==> src/rtl/scan_sequencer_if.sv <==
// Scan sequencer bus: enable/mask in, channel select and strobes out.
// master drives en/mask; slave (the sequencer) drives sel/valid/tick/wrap.
interface scan_sequencer_if;
  logic       en;
  logic [3:0] mask;
  logic [1:0] sel;
  logic       valid;
  logic       tick;
  logic       wrap;

  modport master (
    output en, mask,
    input  sel, valid, tick, wrap
  );

  modport slave (
    input  en, mask,
    output sel, valid, tick, wrap
  );
endinterface

==> src/rtl/scan_sequencer.sv <==
// Round-robin scanner over 4 channels, PRESCALE cycles per enabled slot.
// Ports: clk, rst (sync, active-high), bus (slave: en/mask in, sel/valid/tick/wrap out).
module scan_sequencer #(
  parameter int PRESCALE = 4
) (
  input  logic              clk,
  input  logic              rst,
  scan_sequencer_if.slave   bus
);

  localparam int CW = (PRESCALE > 2) ? $clog2(PRESCALE) : 1;
  localparam logic [CW-1:0] LAST = CW'(PRESCALE - 1);

  logic [CW-1:0] cnt;
  logic [1:0]    sel_q;
  logic          valid_q;
  logic          tick_q;
  logic          wrap_q;

  logic [1:0]    nxt;
  logic [1:0]    idx;
  logic          hit;
  logic          scan;
  logic          adv;

  assign scan = bus.en && (bus.mask != 4'b0000);
  // A masked current channel forces an immediate step.
  assign adv  = (cnt == LAST) || !bus.mask[sel_q];

  // First enabled channel after sel in circular order; falls back to sel.
  always_comb begin
    nxt = sel_q;
    idx = sel_q;
    hit = 1'b0;
    for (int i = 1; i < 5; i++) begin
      idx = sel_q + 2'(i);
      if (!hit && bus.mask[idx]) begin
        nxt = idx;
        hit = 1'b1;
      end
    end
  end

  always_ff @(posedge clk) begin
    if (rst) begin
      cnt     <= '0;
      sel_q   <= 2'd0;
      valid_q <= 1'b0;
      tick_q  <= 1'b0;
      wrap_q  <= 1'b0;
    end else if (!scan) begin
      cnt     <= '0;
      valid_q <= 1'b0;
      tick_q  <= 1'b0;
      wrap_q  <= 1'b0;
    end else if (adv) begin
      cnt     <= '0;
      sel_q   <= nxt;
      valid_q <= 1'b1;
      tick_q  <= 1'b1;
      wrap_q  <= (nxt <= sel_q);
    end else begin
      cnt     <= cnt + CW'(1);
      valid_q <= 1'b1;
      tick_q  <= 1'b0;
      wrap_q  <= 1'b0;
    end
  end

  assign bus.sel   = sel_q;
  assign bus.valid = valid_q;
  assign bus.tick  = tick_q;
  assign bus.wrap  = wrap_q;

endmodule

==> src/flat_wrapper.sv <==
// flat-port wrapper written by rule: the top's interface ports become plain ports
module scan_sequencer_flat 
#(
  parameter int PRESCALE = 4
)
  (clk, rst, bus_en, bus_mask, bus_sel, bus_valid, bus_tick, bus_wrap);
  scan_sequencer_if bus_i ();
  input  logic clk;
  input  logic rst;
  input wire logic [$bits(bus_i.en)-1:0] bus_en;
  input wire logic [$bits(bus_i.mask)-1:0] bus_mask;
  output wire logic [$bits(bus_i.sel)-1:0] bus_sel;
  output wire logic [$bits(bus_i.valid)-1:0] bus_valid;
  output wire logic [$bits(bus_i.tick)-1:0] bus_tick;
  output wire logic [$bits(bus_i.wrap)-1:0] bus_wrap;
  assign bus_i.en = bus_en;
  assign bus_i.mask = bus_mask;
  assign bus_sel = bus_i.sel;
  assign bus_valid = bus_i.valid;
  assign bus_tick = bus_i.tick;
  assign bus_wrap = bus_i.wrap;
  scan_sequencer #(.PRESCALE(PRESCALE)) u_core (.clk(clk), .rst(rst), .bus(bus_i));
endmodule
==> config.mk <==
export PLATFORM = sky130hd
export DESIGN_NAME = scan_sequencer_flat
export DESIGN_NICKNAME = d
export VERILOG_FILES = /design/src/rtl/scan_sequencer_if.sv /design/src/rtl/scan_sequencer.sv /design/src/flat_wrapper.sv
export SDC_FILE = /design/constraint.sdc
export NUM_CORES = 1
export LEC_CHECK = 0
export BUFFER_PORTS_ARGS = -buffer_cell sky130_fd_sc_hd__buf_4
export CORE_AREA = 2 2 39 41
export DETAILED_ROUTE_END_ITERATION = 8
export DIE_AREA = 0 0 41 43
export GPL_ROUTABILITY_DRIVEN = 0
export SYNTH_ARGS = -nofsm -noshare
export SYNTH_HDL_FRONTEND = slang
export SYNTH_SLANG_ARGS = --single-unit
==> constraint.sdc <==
create_clock -name clk -period 2.05 [get_ports clk]
set_clock_uncertainty 0.2 [all_clocks]
set_input_delay 0.3075 -clock clk [delete_from_list [all_inputs] [get_ports clk]]
set_output_delay 0.3075 -clock clk [all_outputs]
set_load 0.05 [all_outputs]
Word level (Yosys, flattened, before mapping)
Cells that the tools add are included.
Storage, ports and cells
  register bits after elaboration: 7
  input port bits: 7
  output and inout port bits: 5
  word-level logic and storage cells: 48
Operators by class
  add/sub/neg operators: 4
  magnitude comparators: 5
  eq/ne operators: 1
  multiplexer cells: 17
  bitwise operators: 2
  reduce and logical (&&, ||, !) cells: 14
Operator list (number)
  less-than comparator 2 x 3 -> 1 bit (second input constant): 4
  two-way mux 1 bit: 9
  binary-select mux 1 bit (select 2 bit): 4
  two-way mux 2 bit: 4
  OR reduction 3 bit: 2
  adder 2 x 1 -> 2 bit (second input constant): 2
  adder 2 bit (second input constant): 2
  logical AND 1 bit: 4
  zero test 1 bit: 4
  nonzero test 4 bit: 1
  == test 2 bit (second input constant): 1
  <= comparator 2 bit: 1
  inverter 1 bit: 2
  AND reduction 2 bit: 1
  OR reduction 2 bit: 1
  logical OR 1 bit: 1

Logic depth before layout (Yosys ltp)
  depth after elaboration: 14
  mapped depth: 9

Worst setup path before layout
Ideal clock, no wire load.
  kind: register to register
  start: register u_core.sel_q[1] (netlist: u_core.bus.sel[1])
  end: register u_core.wrap_q (netlist: u_core.bus.wrap)
  data arrival time: 1.758 ns
  data required time: 1.714 ns
  setup slack: -0.044 ns
  cell stages (with the launch flop): 8
  period minus slack after synthesis: 2.094 ns
  path through: dfxtp_1 buf_6 mux2_4 nand2_1 o211a_1 ha_1 a21oi_1 nor4_2
Between the ends
  longest elaborated chain between the ends: 14
  elaborated cells on any way between the ends: 29
  classes of those cells: 3 x add/sub; 1 x order compare; 15 x mux; 1 x bitwise; 9 x reduce/logical
Ends and longest elaborated chain
  start: declaration: RTL line scan_sequencer.sv:15  | logic [1:0] sel_q;
  start signal: assignment: RTL line scan_sequencer.sv:58  | sel_q <= nxt;
  adder 2 x 1 -> 2 bit: RTL line scan_sequencer.sv:36  | idx = sel_q + 2'(i);
  binary-select mux 1 bit (select 2 bit): RTL line scan_sequencer.sv:37  | if (!hit && bus.mask[idx]) begin
  two-way mux 1 bit (not written as such): RTL line scan_sequencer.sv:37
  two-way mux 1 bit: RTL line scan_sequencer.sv:37
  zero test 1 bit: RTL line scan_sequencer.sv:37
  logical AND 1 bit: RTL line scan_sequencer.sv:37
  two-way mux 1 bit: RTL line scan_sequencer.sv:37
  zero test 1 bit: RTL line scan_sequencer.sv:37
  logical AND 1 bit: RTL line scan_sequencer.sv:37
  two-way mux 1 bit: RTL line scan_sequencer.sv:37
  zero test 1 bit: RTL line scan_sequencer.sv:37
  logical AND 1 bit: RTL line scan_sequencer.sv:37
  two-way mux 2 bit: RTL line scan_sequencer.sv:37
  <= comparator 2 bit: RTL line scan_sequencer.sv:61  | wrap_q <= (nxt <= sel_q);
  end signal: assignment: RTL line scan_sequencer.sv:61
  end: declaration: RTL line scan_sequencer.sv:18  | logic wrap_q;
Several ways; a longest one is shown, not always the timed one. The select of a mux whose other input is x is not followed.
A chain may end at the register's enable or synchronous reset.

Final worst setup path
Ends and elaborated chain as after synthesis.

==> metrics <==
Bufs and invs on worst path=0; clk_lat worst skew=0.25 ns; Comb pwr share=29.8%; port bufs=11; Hold Path Depth=2; die area=1760 um2; crit path max-delay cell type=dfxtp_2; dominant cell type by area after synthesis=dfxtp_1; net count after synthesis=53; Cell Rows=14; Die Span Y=43 um; crit-path max FO=10; Fin. Hold Viols=0; WL final=854 um; hold_buf cts=0; sequential share of the synthesized area=31.8%; CTS buffer count=3; Final #Nets=68; worst path arrival time=1.69 ns; P_int=0.270 mW; Final ANT Viol Nets=0; Initial Util=31.8%; Slew Limit Fails=0; Root Buffer=clkbuf_4; DR pass1 iterations=2; Yosys reg bits=7; Slew @ Worst Pin=0.499 ns; Critical path origin=u_core.bus.sel[1]$_SDFFE_PP0P_; mux share of post-synthesis cell area=9.09%; Synth Cell Area=440 um2; xor/xnor share of the synthesized area=0%; Setup TNS Final=0 ns; All-Layer GR Usage=12.0%; max-cap viol count=0; Worst EP required=1.97 ns; Setup crit start kind=flop; synth warn=0; CP max stage delay=0.42 ns; sw frac=31.5%; largest net degree at the start of global routing=11; Chip Width=41 um; clock sinks=7; Diodes inserted=0; dpl hpwl=655 um; placed insts=69; fmax=563 MHz; Vias/cell=5.07; P per Cell Area=705 nW/um2; period utilisation layout=86.7%; hold crit path type=in2reg; synth top area cells=dfxtp_1, ha_1, mux2_4; Synth Area in Adders=8.52%; WL/cell=11.7 um; Setup CP Type=reg2reg; RSZ-0062 raised after global routing=false; CP cell instances=mux2_4 -> nand2_1 -> o211a_1 -> ha_1 -> a21oi_1 -> nor4_2; Finished Layout Cells=73; peak supply drop=344 uV; reg2reg end=u_core.bus.wrap$_SDFF_PP0_; Layout area overhead=27.0%; R2R setup slack=0.27 ns; number of setup buffers added after CTS=0; Max clock buf depth=2; GRT overflow=0; fin crit period=1.78 ns; DRC errors left=0; vias in the first global route=336; endpoints failing setup=0; share of cells above drive strength 1=36.8%; WP depth=6; synth unique cells=24; Tot Pwr=0.394 mW; initial antenna violation count=0; Cells after Synth=43; status=complete, no violations; post_cts resized=0; CTS tree=built; Clock power frac=31.3%; Top delay family on crit path=flip-flops; first-pass GRT wire length=1.39 mm; FF-to-FF Start=u_core.bus.sel[1]$_SDFFE_PP0P_; crit path capture=u_core.bus.wrap$_SDFF_PP0_; Ports=12; sequential fraction of design power=38.9%; Synth Area in Compound Gates=24.4%; Reg clk slew, reported paths=0.05 ns; area share of the largest cell type after synthesis=31.8%; Slew HR=66.6%; P_leak=0.260 nW; main combinational cell family by area after synthesis=compound AO/OA/AOI/OAI gates; post-synthesis simple-gate area fraction=21.0%; Mean Syn Cell Area=10.2 um2; R2R cell count=6; # fillers=136; # H-tree levels=1; DRT iter0 DRCs=4; via count=370; Switch Pwr=0.124 mW; Crit. End Element=flop; Core ar.=1380 um2
## worst reg2reg max path, delay by kind of cell, from the launching register on
family | cells | cell delay (ns)
and+or+nand+nor | 2 | 0.12
adders and majority gates | 1 | 0.22
muxes | 1 | 0.35
AOI/OAI and AO/OA | 2 | 0.33
DFF | 1 | 0.42
## synthesized netlist by cell type
cell type and instances:
a21oi_1 3, nor2_1 4, nor2b_1 1, nor3_1 2, nand3b_1 2, inv_1 3
a221oi_2 1, nand2_1 1, a31oi_1 1, nand2b_1 1, a2bb2oi_1 1, a21o_1 2
buf_6 1, mux2i_1 1, a221o_1 1, and2_4 1, nor4_2 1, ha_1 3
dfxtp_1 7, and3b_1 1, and3_1 1, mux2_4 2, o211a_1 1, o41ai_4 1
## placed cells by master (no fill, tap or decap), drive strengths merged
cell type,instances
mux2i,1
and2,1
and3b,1
inv,3
buf,11
a21o,2
a2bb2oi,1
a21oi,3
nor4,1
nor3,2
nand2b,1
o211a,1
dfxtp,7
nor2b,1
a221oi,1
o41ai,1
mux2,2
a31oi,1
clkbuf,4
nor2,4
and3,1
a221o,1
nand2,1
ha,3
nand3b,2
## per-layer routing
layer | vias to the layer above | GRT usage, % | part of all wire [%]
li1 | 189 | - | -
met1 | 167 | 14.9 | 46
met2 | 12 | 17.2 | 46
met3 | 2 | 3.14 | 5.6
met4 | 0 | 8.00 | 2.3
met5 | - | 0 | 0
## how the worst min path moves through the flow
stage,startpoint,end
after floorplan,rst,u_core.bus.sel[1]$_SDFFE_PP0P_
after global placement,rst,u_core.bus.sel[1]$_SDFFE_PP0P_
after detailed placement,rst,u_core.bus.sel[1]$_SDFFE_PP0P_
after CTS,rst,u_core.bus.sel[1]$_SDFFE_PP0P_
after global routing,rst,u_core.bus.sel[1]$_SDFFE_PP0P_
final,rst,u_core.bus.sel[1]$_SDFFE_PP0P_
## cell type report
class,count,area [um2],share of cell area (%)
multi-input combinational,32,278,49.7
sequential,7,141,25.3
timing repair buffer,11,82.6,14.8
clock buffer,4,26.3,4.70
tap,16,20.0,3.58
inverter,3,11.3,2.01
## per-stage QoR
stage	setup slack [ns]	hold slack, ns	instance area, um2	utilization [%]
after CTS	0.260	0.0428	559	40.4
final	0.273	0.0500	559	40.4
after global routing	0.101	0.0464	559	40.4
after floorplan	0.0758	0.172	442	-
after global placement	0.263	0.313	533	38.5
after detailed placement	0.267	0.315	533	38.5
## flip-flops by register name, summed over array words and instances (netlist names)
signal and flops:
u_core.bus.sel 2, u_core.bus.tick 1, u_core.bus.valid 1, u_core.bus.wrap 1
u_core.cnt 2
## logic make-up after synthesis
group	after synthesis
flops	7
mux	3
buf+inv	4
compound gates	11
fa+ha+maj	3
simple gates	15
## power groups by stage
stage	Combinational (mW)	Sequential (mW)	Clock, mW
final	0.117	0.153	0.124
after global routing	0.130	0.155	0.139
after CTS	0.119	0.153	0.131
after detailed placement	0.119	0.156	0
after global placement	0.117	0.156	0
after floorplan	0.0641	0.176	0
Note: power is estimated with default switching activity, not from simulation.
